[config.mk]
export PLATFORM = sky130hd
export DESIGN_NAME = fft32_bitrev_loader
export DESIGN_NICKNAME = d
export VERILOG_FILES = /design/src/rtl/fft32_pkg.sv /design/src/rtl/fft32_sample_bank.sv /design/src/rtl/fft32_bitrev_loader.sv
export SDC_FILE = /design/constraint.sdc
export NUM_CORES = 2
export LEC_CHECK = 0
export BUFFER_PORTS_ARGS = -buffer_cell sky130_fd_sc_hd__buf_4
export CELL_PAD_IN_SITES_DETAIL_PLACEMENT = 1
export CELL_PAD_IN_SITES_GLOBAL_PLACEMENT = 2
export CORE_ASPECT_RATIO = 0.75
export CORE_MARGIN = 3
export CORE_UTILIZATION = 57
export CTS_BUF_LIST = sky130_fd_sc_hd__clkbuf_4 sky130_fd_sc_hd__clkbuf_8
export CTS_CLUSTER_SIZE = 10
export DETAILED_ROUTE_END_ITERATION = 10
export PLACE_DENSITY_LB_ADDON = 0.25
export SYNTH_ARGS = -nofsm -noshare
export SYNTH_HDL_FRONTEND = slang
export SYNTH_SLANG_ARGS = --single-unit
[constraint.sdc]
create_clock -name clk -period 10.6 [get_ports clk]
set_clock_uncertainty 0.1 [all_clocks]
set_input_delay 1.59 -clock clk [delete_from_list [all_inputs] [get_ports clk]]
set_output_delay 1.59 -clock clk [all_outputs]
set_load 0.1 [all_outputs]
[src/rtl/fft32_pkg.sv]
// ---------------------------------------------------------------------------
// fft32_pkg
// Shared definitions for the 32-point radix-2 FFT: the loader, the core and
// the stage-select control unit all import this package.
//   FFT_N       points per frame
//   FFT_LOG2N   index width
//   FFT_DATA_W  default width of each real / imaginary component
//   fft32_cplx_t  packed complex sample {re, im}
//   bitrev5()     5-bit index bit reversal
// ---------------------------------------------------------------------------
package fft32_pkg;

    localparam int FFT_N      = 32;
    localparam int FFT_LOG2N  = 5;
    localparam int FFT_DATA_W = 16;

    typedef struct packed {
        logic signed [FFT_DATA_W-1:0] re;
        logic signed [FFT_DATA_W-1:0] im;
    } fft32_cplx_t;

    function automatic logic [FFT_LOG2N-1:0] bitrev5(input logic [FFT_LOG2N-1:0] i);
        return {i[0], i[1], i[2], i[3], i[4]};
    endfunction

endpackage

[src/rtl/fft32_sample_bank.sv]
// ---------------------------------------------------------------------------
// fft32_sample_bank
// One N-entry sample store: single synchronous write port, asynchronous read
// port. Contents are not reset; the loader's full flags say what is valid.
//   clk    clock, rising edge
//   we     write enable
//   waddr  write address
//   wdata  write data ({re, im})
//   raddr  read address
//   rdata  read data, combinational from raddr
// ---------------------------------------------------------------------------
module fft32_sample_bank
    import fft32_pkg::*;
#(
    parameter int W = 2 * FFT_DATA_W
) (
    input  logic                 clk,
    input  logic                 we,
    input  logic [FFT_LOG2N-1:0] waddr,
    input  logic [W-1:0]         wdata,
    input  logic [FFT_LOG2N-1:0] raddr,
    output logic [W-1:0]         rdata
);

    logic [W-1:0] mem [FFT_N];

    always_ff @(posedge clk) begin
        if (we) begin
            mem[waddr] <= wdata;
        end
    end

    assign rdata = mem[raddr];

endmodule

[src/rtl/fft32_bitrev_loader.sv]
// ---------------------------------------------------------------------------
// fft32_bitrev_loader
// Input stage of the 32-point FFT. Natural-order samples are written into one
// of two banks at bit-reversed addresses; a completed bank is then read out
// sequentially, which presents the frame in bit-reversed order. While one bank
// drains the other fills, so back-to-back frames run at one sample per cycle.
//   clk              clock, rising edge
//   rst              synchronous active-high reset
//   in_valid/ready   input handshake
//   in_re, in_im     input sample
//   in_flush         drop the partially filled frame
//   out_valid/ready  output handshake
//   out_re, out_im   output sample (0 while out_valid is low)
//   out_idx          natural-order index of the presented sample
//   out_last         final sample of a frame
//   frames_buffered  number of complete frames held (0..2)
// ---------------------------------------------------------------------------
module fft32_bitrev_loader
    import fft32_pkg::*;
#(
    parameter int DATA_W = FFT_DATA_W,
    parameter int N      = FFT_N,
    parameter int LOG2N  = FFT_LOG2N
) (
    input  logic              clk,
    input  logic              rst,
    input  logic              in_valid,
    output logic              in_ready,
    input  logic [DATA_W-1:0] in_re,
    input  logic [DATA_W-1:0] in_im,
    input  logic              in_flush,
    output logic              out_valid,
    input  logic              out_ready,
    output logic [DATA_W-1:0] out_re,
    output logic [DATA_W-1:0] out_im,
    output logic [LOG2N-1:0]  out_idx,
    output logic              out_last,
    output logic [1:0]        frames_buffered
);

    localparam int W = 2 * DATA_W;
    localparam logic [LOG2N-1:0] LAST_IDX = LOG2N'(N - 1);

    // The bit-reversal network is hard-wired for 32 points.
    if (N != FFT_N || LOG2N != FFT_LOG2N) begin : g_bad_size
        $error("fft32_bitrev_loader: only N=32, LOG2N=5 is supported");
    end

    logic             wr_bank;
    logic             rd_bank;
    logic [LOG2N-1:0] wr_cnt;
    logic [LOG2N-1:0] rd_cnt;
    logic [1:0]       full;
    logic [1:0]       full_nxt;
    logic [1:0]       fb_nxt;

    logic             in_fire;
    logic             wr_keep;
    logic             wr_done;
    logic             rd_fire;
    logic             rd_done;

    logic [1:0]       bank_we;
    logic [W-1:0]     bank_rdata [2];
    logic [W-1:0]     rd_word;

    // ---------------- handshake ----------------
    assign in_ready  = !full[wr_bank];
    assign in_fire   = in_valid && in_ready;
    // A sample that arrives together with a flush is accepted but dropped.
    assign wr_keep   = in_fire && !in_flush;
    assign wr_done   = wr_keep && (wr_cnt == LAST_IDX);

    assign out_valid = full[rd_bank];
    assign rd_fire   = out_valid && out_ready;
    assign rd_done   = rd_fire && (rd_cnt == LAST_IDX);

    // ---------------- sample banks ----------------
    assign bank_we[0] = wr_keep && (wr_bank == 1'b0);
    assign bank_we[1] = wr_keep && (wr_bank == 1'b1);

    for (genvar b = 0; b < 2; b++) begin : g_bank
        fft32_sample_bank #(
            .W (W)
        ) u_bank (
            .clk   (clk),
            .we    (bank_we[b]),
            .waddr (bitrev5(wr_cnt)),
            .wdata ({in_re, in_im}),
            .raddr (rd_cnt),
            .rdata (bank_rdata[b])
        );
    end

    // ---------------- read path ----------------
    assign rd_word  = rd_bank ? bank_rdata[1] : bank_rdata[0];
    assign out_re   = out_valid ? rd_word[W-1:DATA_W] : '0;
    assign out_im   = out_valid ? rd_word[DATA_W-1:0] : '0;
    assign out_idx  = bitrev5(rd_cnt);
    assign out_last = out_valid && (rd_cnt == LAST_IDX);

    // ---------------- full flags ----------------
    // A write can only complete into an empty bank and a drain can only finish
    // on a full one, so the two updates never target the same bit.
    always_comb begin
        full_nxt = full;
        if (wr_done) begin
            full_nxt[wr_bank] = 1'b1;
        end
        if (rd_done) begin
            full_nxt[rd_bank] = 1'b0;
        end
        fb_nxt = {1'b0, full_nxt[0]} + {1'b0, full_nxt[1]};
    end

    always_ff @(posedge clk) begin
        if (rst) begin
            wr_bank         <= 1'b0;
            rd_bank         <= 1'b0;
            wr_cnt          <= '0;
            rd_cnt          <= '0;
            full            <= 2'b00;
            frames_buffered <= 2'd0;
        end else begin
            full            <= full_nxt;
            frames_buffered <= fb_nxt;

            if (in_flush) begin
                wr_cnt <= '0;
            end else if (in_fire) begin
                wr_cnt <= wr_cnt + 1'b1;
                if (wr_done) begin
                    wr_bank <= ~wr_bank;
                end
            end

            if (rd_fire) begin
                rd_cnt <= rd_cnt + 1'b1;
                if (rd_done) begin
                    rd_bank <= ~rd_bank;
                end
            end
        end
    end

endmodule
# --- Word level (Yosys, flattened, before mapping) ---
# Memory sizes are Yosys's and may differ from the RTL's. A register that Yosys moved wholly into a read port is not among the register bits.
# Index checks and enable logic that the tools add are counted.
op_classes:
  addsub: 3
  order_cmp: 4
  n_eq_ne: 2
  mux: 21
  n_bitwise: 6
  reduce_logical: 15
ops:
  columns: ["op", "count"]
  rows:
  - ["$mux 16", 2]
  - ["$mux 32", 1]
  - ["$mux 5", 4]
  - ["$add 5x1->5 const B", 2]
  - ["$eq 5x5->1 const B", 2]
  - ["$logic_and 1x1->1", 10]
  - ["$mux 1", 10]
  - ["$lt 1x2->1 const B", 2]
  - ["$mux 2", 2]
  - ["$not 1->1", 3]
  - ["$reduce_and 3->1", 1]
  - ["$add 1x1->2", 1]
  - ["$and 2x2->2", 1]
  - ["$demux 1 s1", 2]
  - ["$ge 1x1->1 const B", 2]
  - ["$logic_not 1->1", 2]
  - ["$not 2->2", 1]
  - ["$or 2x2->2", 1]
  - ["$reduce_and 2->1", 1]
  - ["$reduce_or 2->1", 1]
totals:
  reg_bits: 16
  ram_bits: 2048
  word_cells: 59
  mem_count: 2
memory_table:
  columns: ["memory", "words", "width", "rd", "rd_clocked_by_memory_dff", "wr", "line", "rtl"]
  rows:
  - ["g_bank[0].u_bank.mem", 32, 32, 1, 1, 1, "fft32_sample_bank.sv:25", "logic [W-1:0] mem [FFT_N];"]
  - ["g_bank[1].u_bank.mem", 32, 32, 1, 1, 1, "fft32_sample_bank.sv:25", null]

# --- Logic depth before layout (Yosys ltp) ---
depth:
  depth_word: 10
  mapped_depth: 10
  ltp_nobuf: 8

# --- By module ---
# From an unflattened synthesis, not the netlist that was laid out.
hier_totals:
  cells_unflattened: 4614
  hier_area_um2: 80943.9
modules_own_cells:
  columns: ["module", "instances", "cells_each", "area_per_inst_um2", "seq_area_each_um2"]
  rows:
  - ["fft32_sample_bank", 2, 2228, 39844.5, 30749.5]
  - ["fft32_bitrev_loader", 1, 158, 1255.0, 320.3]

# --- Least setup slack after synthesis ---
# OpenSTA, ideal clock, no wires.
synth_timing:
  path_kind: "flip-flop to output port"
  startpoint: "reg rd_bank"
  endpoint: "out out_re[2]"
  t_arrival_ns: 4.234
  path_slack_ns: 4.676
  path_stages_with_launch: 9
  path_buffers: 2
  path_cell_list: "dfxtp_1 > buf_2 > nor2b_1 > clkbuf_1 > nor2_1 > inv_2 > nand2_1 > a311o_1 > a221oi_1"
synth_between:
  elab_chain_len: 3
  elab_cells_between_ends: 4
  classes_between: "mux (4)"
synth_rtl:
  columns: ["element", "line", "rtl"]
  rows:
  - ["start: declaration", "fft32_bitrev_loader.sv:50", "logic rd_bank;"]
  - ["start signal: assignment", "fft32_bitrev_loader.sv:140", "rd_bank <= ~rd_bank;"]
  - ["$mux 1 (not written as such) (2 in a row)", "fft32_bitrev_loader.sv:74", "assign out_valid = full[rd_bank];"]
  - ["net out_valid", "fft32_bitrev_loader.sv:32", "output logic out_valid,"]
  - ["$mux 16", "fft32_bitrev_loader.sv:97", "assign out_re = out_valid ? rd_word[W-1:DATA_W] : '0;"]
  - ["end: declaration", "fft32_bitrev_loader.sv:34", "output logic [DATA_W-1:0] out_re,"]
# The timed path passes the listed nets, and every way through them passes these cells. The select of a mux whose other input is x is not followed.

==> out/metrics.yaml <==
drt:
  drtPass1Iterations: 5
  viasPerCell: 6.86
  final_antenna_net_count: 0
  wl_um: 224000
  vias: 40189
  wire_per_inst_um: 38.2
  first_iter_violations: 6281
  drc: 0
sta:
  rsz0062_at_grt: "false"
  fmax_ghz: 0.130
  period_minus_slack_ns: 7.70
  whs_ns: 0.425
  tightest_slew_ns: 1.48
  fin_ws_ns: 2.90
  relSlewSlack_pct: -1.36
  setup_tns_ns: 0
  final_hold_viol_count: 0
  finalSetupViolCount: 0
  slew_violations: 1
  period_share_pct: 72.6
min_path:
  worstHoldPathType: "reg -> reg"
placed_design:
  hpwl_um: 115000
  io_buffers: 78
  pre_cts_ws_ns: 3.95
  dpl_cell_area_um2: 82600
  place.gp.congestion: 0.792
yosys:
  synthFlopType: "edfxtp_1"
  synth_area_leader_cell: "edfxtp_1"
  syn-num-nets: 3512
  syn_area_per_cell_um2: 22.9
  synth_most_common_cell: "edfxtp_1"
  netlist_area_um2: 79300
  synthCells: 3465
  synthDistinctLibCells: 54
  synth_edf_count: 2048
  synth_warnings: 0
  ys_ff_latch: 2069
  ys_async_sr_fraction_pct: 0
  seq_area_frac_synth_pct: 78.0
  yosysTopAreaCellShare_pct: 77.5
  synth_commonest_cells: "2048 x edfxtp_1, 547 x mux4_2, 128 x nand2_1"
  synth.area.top_cells: "edfxtp_1 78%, mux4_2 16%, mux2i_1 1.1%, nand2_1 0.61%, dfxtp_1 0.53%"
global_route:
  grt_max_degree: 125
  antenna_found_initial: 10
  use_met2_pct: 48.1
  met3_usage_pct: 7.29
  grt-busiest-layer: "met2"
  grt_pass1_wl_um: 316000
  grtUsageMet1_pct: 46.8
  grt_use_total_pct: 31.6
  grt_pass1_vias: 41224
  grt-ovfl-total: 0
critical_path:
  critical-path-max-stage-delay_ns: 1.29
  cp-start-kind: "register"
  end_kind: "primary output"
  worstPathCellList: "buf_4 -> buf_12 -> mux4_2 -> mux2i_1 -> mux2i_1 -> a2111oi_0 -> a21oi_1 -> buf_4"
  cp.required_ns: 8.91
  crit_fanout: 101
  cp.arrival_ns: 6.01
  worstSetupPathType: "reg -> out"
  cpMaxStageDelayCell: "a2111oi_0"
die:
  dieArea_um2: 144000
  die_h_um: 329
  fp.dieW_um: 437
  coreArea_um2: 137000
  initial_utilization_pct: 57.9
  io_pins: 79
  placementRows: 117
clock_tree:
  cts_setup_buffers: 0
  cts_root_buffer: "clkbuf_8"
  cts.sinks: 2069
  cts-resized-gates: 0
  clkLatencyLatePin_ns: 0.99
  h-tree-depth: 5
  clockBufferDepth: 4
  cts_buffers: 320
  ctsHoldBuffers: 0
  clk_pin_slew_ns: 0.06
  cts_tree: "done"
pwr:
  power.total_mw: 15.5
  power.density_nw_per_um2: 175
  p_leak_nw: 27.0
  peakVddDrop_mv: 0.131
layout:
  final_area_um2: 88600
  drive_above_1_share_pct: 32.3
  fin_nets: 3835
  area_delta_synth_final_pct: 11.6
job:
  cap_violations: 1
status:
  outcome: "finished with violations"
  violations: "capacitance limit, slew limit"
## metrics by stage
step                cells  utilization, %
floorplan            3465               -
CTS                  5852            64.6
detailed placement   5310            60.3
finish               5861            64.6
global placement     5310            60.3
global route         5856            64.6
## worst max-delay path: cells and delay by family, from the launching register on
kind | cells | cell delay, ns
flops | 1 | 0.83
mux | 3 | 1.05
buf+inv | 3 | 1.46
compound gates | 2 | 1.58
## path summary, 6_finish.rpt
path | from | to | slack [ns] | cells past startpoint
min | rd_cnt[4] | register | 0.43 | 2
max reg2reg | full[1] | g_bank[1].u_bank.mem[11][3] | 6.64 | 4
min reg2reg | rd_cnt[4] | register | 0.43 | 2
max | register | out_im[13] | 2.90 | 8
## where the power goes
| part | internal (mW) | leakage (nW) | switching, mW |
|---|---|---|---|
| clock network | 3.35 | 3.14 | 3.01 |
| registers | 8.99 | 18.6 | 0.00261 |
| logic | 0.0219 | 5.26 | 0.140 |
| total | 12.4 | 27.0 | 3.15 |
## registers in the layout, indices dropped and copies added (netlist names), named ones only
name	cells
full	2
frames_buffered	2
rd_cnt	5
wr_cnt	5
g_bank.u_bank.mem	2048
rd_bank	1
wr_bank	1
## cells in the final DEF (no fill, tap or decap), types with 10 or more instances in the layout
cell type  Yosys  final
buf_4         43    176
edfxtp_1    2048   2048
o21ai_0       11     11
mux2i_1       85     85
a311o_1       17     17
nor2_1       111     47
a21oi_1       36     36
nand3_1       24     24
o22ai_1       33     33
dfxtp_1       21     16
mux2_2        20     20
nor2_4         0     64
clkbuf_4       0     97
a211oi_1      23     23
clkbuf_8       0    329
clkinv_1       0     75
nand2_1      128    128
and2_1        18     18
mux4_2       547    547
ha_1          10     10
nor3_1        18     18
a31oi_1       22     22
a22oi_1       18     18
clkinv_2       0     30
## routing by layer
metal | vias to the layer above | part of all wire, %
li1 | 15405 | -
met1 | 21655 | 38
met2 | 2721 | 47
met3 | 402 | 12
met4 | 6 | 2.9
met5 | - | 0.015
## layout make-up
| class | count | area, um2 |
|---|---|---|
| sequential | 2069 | 61900 |
| multi-input combinational | 1204 | 16900 |
| clock buffer | 426 | 5260 |
| inverter | 12 | 47.5 |
| timing repair buffer | 181 | 1420 |
| fill | 10939 | 48500 |
| antenna | 9 | 22.5 |
| clock inverter | 116 | 658 |
| tap | 1844 | 2310 |
## kinds of logic (layout without fill, tap and decap cells)
family                     count (synthesis)  in the layout  share of synthesized area, %
adders and majority gates                 10             10                         0.158
other                                      0              9                             0
xor gates and xnor gates                   4              4                        0.0442
muxes                                    652            652                          16.9
AOI/OAI and AO/OA                        208            208                          1.84
buffers and inverters                    192            735                          1.24
and+or+nand+nor                          330            330                          1.79
DFF                                     2069           2069                          78.0
Power figures use the tool's default switching activity.
